**config.mk**
```make
export PLATFORM = sky130hd
export DESIGN_NAME = ws2812b_strip_ctrl
export DESIGN_NICKNAME = d
export VERILOG_FILES = /design/src/rtl/ws2812b_strip_ctrl.sv
export SDC_FILE = /design/constraint.sdc
export NUM_CORES = 1
export LEC_CHECK = 0
export CAP_MARGIN = 15
export CORE_MARGIN = 10
export CORE_UTILIZATION = 50
export DETAILED_ROUTE_END_ITERATION = 8
export PLACE_DENSITY = 0.74
export SLEW_MARGIN = 10
export SYNTH_ARGS = -nofsm -noshare
export SYNTH_HDL_FRONTEND = slang
export SYNTH_SLANG_ARGS = --single-unit
export TNS_END_PERCENT = 100
```
**constraint.sdc**
```tcl
create_clock -name i_clk -period 4.35 [get_ports i_clk]
set_input_delay 0.87 -clock i_clk [delete_from_list [all_inputs] [get_ports i_clk]]
set_output_delay 0.87 -clock i_clk [all_outputs]
set_load 0.05 [all_outputs]
```
**src/rtl/ws2812b_strip_ctrl.sv**
```systemverilog
// ws2812b_strip_ctrl
// Frame sequencer placed in front of the single-pixel WS2812B serializer.
// It holds a pixel buffer for the whole chain. On a start request it hands the
// serializer one pixel per fixed-length slot: a one-cycle o_send pulse, with the
// colour held stable on o_red/o_green/o_blue. After the last slot it keeps the
// line idle for the latch gap and then pulses o_done. The serializer gives no
// busy/done feedback, so all pacing is done by counting cycles.
//
// Ports:
//   i_clk       system clock, rising edge
//   i_rst       synchronous reset, active-high
//   i_wr_en     pixel buffer write strobe
//   i_wr_addr   pixel index to write (ignored when >= NUM_LEDS)
//   i_wr_data   pixel colour {red, green, blue}
//   i_start     frame start request (ignored while busy)
//   o_send      one-cycle pulse to the serializer's i_send
//   o_red/o_green/o_blue  colour to the serializer, held between sends
//   o_busy      high while a frame is in progress
//   o_done      one-cycle pulse at frame end
//
// state   | meaning
// --------+-------------------------------------------------------------
// S_IDLE  | waiting for i_start
// S_READ  | first pixel read; colour register loads from the buffer
// S_SEND  | o_send high, slot counter = 1
// S_WAIT  | slot counter runs up to SLOT_CYCLES; the next pixel's read is
//         | folded into the last WAIT cycle
// S_LATCH | line idle for RESET_CYCLES cycles
// S_DONE  | o_done pulse, then back to idle

module ws2812b_strip_ctrl #(
  parameter int NUM_LEDS     = 8,
  parameter int ADDR_W       = 3,
  parameter int SLOT_CYCLES  = 860,
  parameter int RESET_CYCLES = 2000
) (
  input  logic              i_clk,
  input  logic              i_rst,
  input  logic              i_wr_en,
  input  logic [ADDR_W-1:0] i_wr_addr,
  input  logic [23:0]       i_wr_data,
  input  logic              i_start,
  output logic              o_send,
  output logic [7:0]        o_red,
  output logic [7:0]        o_green,
  output logic [7:0]        o_blue,
  output logic              o_busy,
  output logic              o_done
);

  localparam int CNT_MAX = (SLOT_CYCLES > RESET_CYCLES) ? SLOT_CYCLES : RESET_CYCLES;
  localparam int CNT_W   = $clog2(CNT_MAX + 1);
  localparam int MEM_AW  = (NUM_LEDS > 1) ? $clog2(NUM_LEDS) : 1;
  localparam logic [ADDR_W-1:0] LAST_IDX = ADDR_W'(NUM_LEDS - 1);

  typedef enum logic [2:0] {
    S_IDLE,
    S_READ,
    S_SEND,
    S_WAIT,
    S_LATCH,
    S_DONE
  } state_t;

  state_t state, state_nxt;

  logic [CNT_W-1:0]  slot_cnt;
  logic [CNT_W-1:0]  rst_cnt;
  logic [ADDR_W-1:0] idx;
  logic [23:0]       colour;
  logic [23:0]       pix_mem [2**MEM_AW];

  logic              slot_end;
  logic              latch_end;
  logic              adv;
  logic              load;
  logic [MEM_AW-1:0] rd_idx;
  logic              wr_ok;

  assign slot_end  = (slot_cnt == CNT_W'(SLOT_CYCLES));
  assign latch_end = (rst_cnt == CNT_W'(RESET_CYCLES));
  // Advancing to the next pixel happens straight from the last WAIT cycle so
  // that send pulses stay exactly SLOT_CYCLES apart.
  assign adv    = (state == S_WAIT) && slot_end && (idx != LAST_IDX);
  assign load   = (state == S_READ) || adv;
  assign rd_idx = (state == S_WAIT) ? MEM_AW'(idx + 1'b1) : MEM_AW'(idx);
  assign wr_ok  = i_wr_en && ({1'b0, i_wr_addr} < (ADDR_W + 1)'(NUM_LEDS));

  // Pixel buffer: no reset, contents survive i_rst. Read-during-write to the
  // same index returns the old word because both sides are registered.
  always_ff @(posedge i_clk) begin
    if (wr_ok) pix_mem[MEM_AW'(i_wr_addr)] <= i_wr_data;
  end

  always_ff @(posedge i_clk) begin
    if (i_rst) state <= S_IDLE;
    else       state <= state_nxt;
  end

  always_comb begin
    state_nxt = state;
    case (state)
      S_IDLE:  if (i_start) state_nxt = S_READ;
      S_READ:  state_nxt = S_SEND;
      S_SEND:  state_nxt = S_WAIT;
      S_WAIT:  if (slot_end) state_nxt = (idx == LAST_IDX) ? S_LATCH : S_SEND;
      S_LATCH: if (latch_end) state_nxt = S_DONE;
      S_DONE:  state_nxt = S_IDLE;
      default: state_nxt = S_IDLE;
    endcase
  end

  always_comb begin
    o_send = (state == S_SEND);
    o_busy = (state != S_IDLE);
    o_done = (state == S_DONE);
  end

  always_ff @(posedge i_clk) begin
    if (i_rst) begin
      slot_cnt <= '0;
      rst_cnt  <= '0;
      idx      <= '0;
      colour   <= '0;
    end else begin
      if (state == S_IDLE && i_start) idx <= '0;
      else if (adv)                   idx <= idx + 1'b1;

      // Colour register doubles as the RAM output register, so the pixel is
      // valid during the SEND cycle together with o_send.
      if (load) colour <= pix_mem[rd_idx];

      if (load)                                   slot_cnt <= CNT_W'(1);
      else if (state == S_SEND || state == S_WAIT) slot_cnt <= slot_cnt + 1'b1;
      else                                        slot_cnt <= '0;

      if (state == S_WAIT && slot_end && idx == LAST_IDX) rst_cnt <= CNT_W'(1);
      else if (state == S_LATCH)                          rst_cnt <= rst_cnt + 1'b1;
      else                                                rst_cnt <= '0;
    end
  end

  assign o_red   = colour[23:16];
  assign o_green = colour[15:8];
  assign o_blue  = colour[7:0];

endmodule
```
==> results by stage <==
Clock network:
- TritonCTS built the clock tree.
- The largest buffer count on any clock path is 3.
- The number of clock buffers inserted by TritonCTS is 26.
- After clock tree synthesis, the repair step resized 0 gates.
- The tree built by TritonCTS fans out to between 200 and 250 sinks.
- The insertion delay to the later sink of the worst-skew pair is 0.53 ns.
- Buffers inserted to repair hold after CTS numbered 0.
- The cell at the root of the clock tree is sky130_fd_sc_hd__clkbuf_16.
- After clock tree synthesis, the clock-pin slew on the worst setup and hold paths is about 0.060 ns.
- Once the clock tree was built, the setup fixing pass inserted 0 buffers.
- CTS built an H-tree with a depth of 1.

Yosys:
- The predominant post-synthesis flop cell is sky130_fd_sc_hd__edfxtp_1.
- Synthesis produced a netlist whose cell count is approximately 720.
- Of all flip-flops after synthesis, the portion carrying an async set or reset was 0.
- The average instance area after synthesis is approximately 16 um^2.
- The number of distinct standard cells referenced by the synthesized netlist is 42.
- Synthesis inferred 244 register bits.
- Yosys mapped a number of flops with a built-in enable equal to 192.
- The largest area contributor in the synthesized netlist is sky130_fd_sc_hd__edfxtp_1.
- For this run, the register share of the synthesized area comes to 0.5925.
- Of the post-synthesis cell area, the dominant cell type holds 0.5019.
- After synthesis, the cell types taking the most area are sky130_fd_sc_hd__edfxtp_1 50%, sky130_fd_sc_hd__mux4_2 9.4%, sky130_fd_sc_hd__dfxtp_1 9.1%.
- Yosys printed 0 warnings.
- Counting every net in the synthesized netlist gives between 700 and 800.
- The cell area that synthesis handed to floorplanning was about 11000 um^2.

Critical path:
- The peak fanout along the critical path is 13.
- The critical path arrival is 2.31 ns.
- The slowest cell on the critical path is sky130_fd_sc_hd__clkdlybuf4s50_1.
- The kind of cell with the highest combined delay on the critical path is buffers and inverters.
- The stage delay of the slowest cell on the critical path is about 0.85 ns.
- The nature of the critical path endpoint is an output port.
- STA puts the critical path data required time at about 3.5 ns.
- The buffering stage count on the worst path with inverters included is 2.
- The category of the critical setup timing path is flop to output port.
- Walking the worst path, the cells encountered are inv_1, nor3_1, clkdlybuf4s50_1.
- The worst setup path is launched from a flop.

Route:
- The first detailed-routing pass took 5 iterations.
- The count of unresolved DRC violations after routing is 0.
- The routed layout has around 6700 vias.
- The number of nets with antenna violations after detailed routing is 0.
- The via count normalized by instance count is just over 6.
- In the final routed layout, each cell accounts on average for roughly 23 um.
- Summed over all layers, the routed wires come to roughly 25000 um.
- The starting DRC count in detailed routing is approximately 530.

Global route:
- The total congestion overflow is 0.
- The most used routing layer in global routing is met2.
- The first global-routing pass estimated 39050 um of wire.
- The met1 track demand over resource in global routing is 0.2253.
- The largest net degree at the start of global routing is between 50 and 60.
- The initial antenna violation count is 0.
- For this run, global-route usage on met3 was measured as 0.03025.
- For met2 alone, demand over resource in global routing was 0.2873.
- For this run, the total global-route usage over all layers was measured as 0.1706.
- The number of global-route vias before repair is between 6000 and 7000.

Die:
- The die outline height is about 170 um.
- The x dimension of the die is ~170 um.
- The total I/O pin count is between 50 and 60.
- The die covers 29440 um^2.
- The floorplan step defined a core boundary enclosing 22640 um^2.
- In this run the core area contains 55 standard-cell rows.
- The initial utilization of the core area, before any placement, comes to 0.5074.

Timing:
- For the final database, setup skew stands at between 0.02 and 0.025 ns.
- Derived from the worst setup path, the maximum achievable clock frequency is ~310 MHz.
- The number of hold violations in the final report is 0.
- Setup violations remaining at the end of the flow were counted as 0.
- The post-layout minimum cycle time is approximately 3.2 ns.
- Setup repair after global routing left no endpoint under its margin.
- The worst relative slew slack is 0.4632.
- The summed negative setup slack over all endpoints is 0 ns.
- The count of pins over their slew limit is 0.
- Final hold analysis gives a worst-case slack of approximately 0.49 ns.
- The post-route clock period utilization is 0.7321.
- For the pin with the worst max-slew slack, the measured transition is around 0.8 ns.

Cells and area:
- The number of filler instances in the final layout is ~1700.
- The antenna diode count is 0.
- The ratio of cells with drive above 1 in the final layout is 0.2740.
- The library cells used most frequently in the layout, excluding fill and tap cells, are 192 x sky130_fd_sc_hd__edfxtp_1, 102 x sky130_fd_sc_hd__mux2i_1, 92 x sky130_fd_sc_hd__mux2_2.
- The area added between synthesis and finish is 15.09%.
- The most common cell after layout, fill and taps aside is sky130_fd_sc_hd__edfxtp_1.
- In the final layout, the multi-input gates occupy between 4000 and 5000 um^2.
- Once layout is done, the placed cells without fillers occupy 13220 um^2.
- Registers take between 6000 and 7000 um^2.
- The net count reported at finish is 820.

Power:
- The overall power of the completed layout is between 5 and 6 mW.
- In this run the power density over the cells is approximately 380 nW/um^2.
- For this design the static power due to leakage is a little under 4 nW.
- The worst-case IR drop observed on VDD is approximately 320 uV.

Run status:
- The run finished with clean final reports.

Place:
- Once placement finished, the instance area stood at roughly 12000 um^2.
- The quantity of I/O buffers inserted on ports is 57.
- The final weighted congestion in routability-driven placement is about 0.81.
- Detailed placement finished with a half-perimeter wire length of between 15000 and 20000 um.

Job:
- Across the run, the number of max-cap violations was 0.

Hold path:
- The class of the worst hold path is flop to flop.
## Yosys cell counts, types with 2 or more instances
cell type,count
sky130_fd_sc_hd__ha_1,6
sky130_fd_sc_hd__and3_1,2
sky130_fd_sc_hd__mux2i_1,102
sky130_fd_sc_hd__a21oi_1,5
sky130_fd_sc_hd__inv_1,13
sky130_fd_sc_hd__nand2_1,10
sky130_fd_sc_hd__nand3_1,9
sky130_fd_sc_hd__a221o_1,24
sky130_fd_sc_hd__nor4_1,2
sky130_fd_sc_hd__xnor2_1,11
sky130_fd_sc_hd__a2111oi_0,24
sky130_fd_sc_hd__buf_6,3
sky130_fd_sc_hd__o21ai_0,2
sky130_fd_sc_hd__nor3_1,9
sky130_fd_sc_hd__mux4_2,48
sky130_fd_sc_hd__or3_1,3
sky130_fd_sc_hd__mux2_2,92
sky130_fd_sc_hd__dfxtp_1,52
sky130_fd_sc_hd__clkbuf_1,24
sky130_fd_sc_hd__nand4bb_1,3
sky130_fd_sc_hd__nor2_1,32
sky130_fd_sc_hd__xor2_1,7
sky130_fd_sc_hd__nand3b_1,2
sky130_fd_sc_hd__edfxtp_1,192
sky130_fd_sc_hd__buf_2,19
sky130_fd_sc_hd__buf_4,5
sky130_fd_sc_hd__nand2b_1,4
sky130_fd_sc_hd__nand4_1,5
## registers in the layout (all words and copies together), names as in the netlist
register	count
colour	24
idx	3
pix_mem	192
rst_cnt	11
slot_cnt	11
state	3
## where the power goes
group	leakage, nW	switching (mW)	internal, mW
clock	0.406	0.864	1.20
sequential	2.17	0.0447	2.60
combinational	1.39	0.196	0.141
total	3.97	1.11	3.94
## through the flow
step | setup slack [ns] | std cells | util
after detailed placement | 1.481 | 1040 | 0.5479
after floorplan | 1.196 | 724 | -
after CTS | 1.179 | 1088 | 0.5840
after global placement | 1.544 | 1040 | 0.5479
final | 1.165 | 1088 | 0.5840
after global routing | 1.040 | 1088 | 0.5840
## layout make-up
| type | count | share of cell area |
|---|---|---|
| clock buffers | 37 | 0.05687 |
| clock inverters | 11 | 0.004921 |
| inverters | 13 | 0.003690 |
| multi-input cells | 416 | 0.3341 |
| flip-flops and latches | 244 | 0.5151 |
| well taps | 285 | 0.02697 |
| repair buffers | 82 | 0.05829 |
## worst paths after layout
kind,start,end,slack [ns],cells past startpoint
setup / recovery,state[2]$_SDFFE_PP0P_,o_done,1.17,3
hold / removal,colour[7]$_SDFFE_PP0P_,colour[7]$_SDFFE_PP0P_,0.49,1
setup reg to reg,idx[1]$_SDFFE_PP0P_,colour[23]$_SDFFE_PP0P_,1.50,6
hold reg to reg,colour[7]$_SDFFE_PP0P_,colour[7]$_SDFFE_PP0P_,0.49,1
## cell families (layout without fill, tap and decap cells)
family	Yosys count	count (layout)	synth area share
compound gates	61	61	0.04661
simple gates	89	89	0.04095
flops	244	244	0.5925
buf+inv	64	143	0.02657
fa+ha+maj	6	6	0.006534
xor+xnor	18	18	0.01372
mux	242	242	0.2731
## layer usage
metal	up-vias	wire [um]	part of all wire
met2	195	12290	0.49
met5	-	0	0
met3	34	1486	0.059
met1	3432	10970	0.44
li1	3032	-	-
met4	0	453	0.018
No activity file was read; power rests on OpenSTA's default activity.
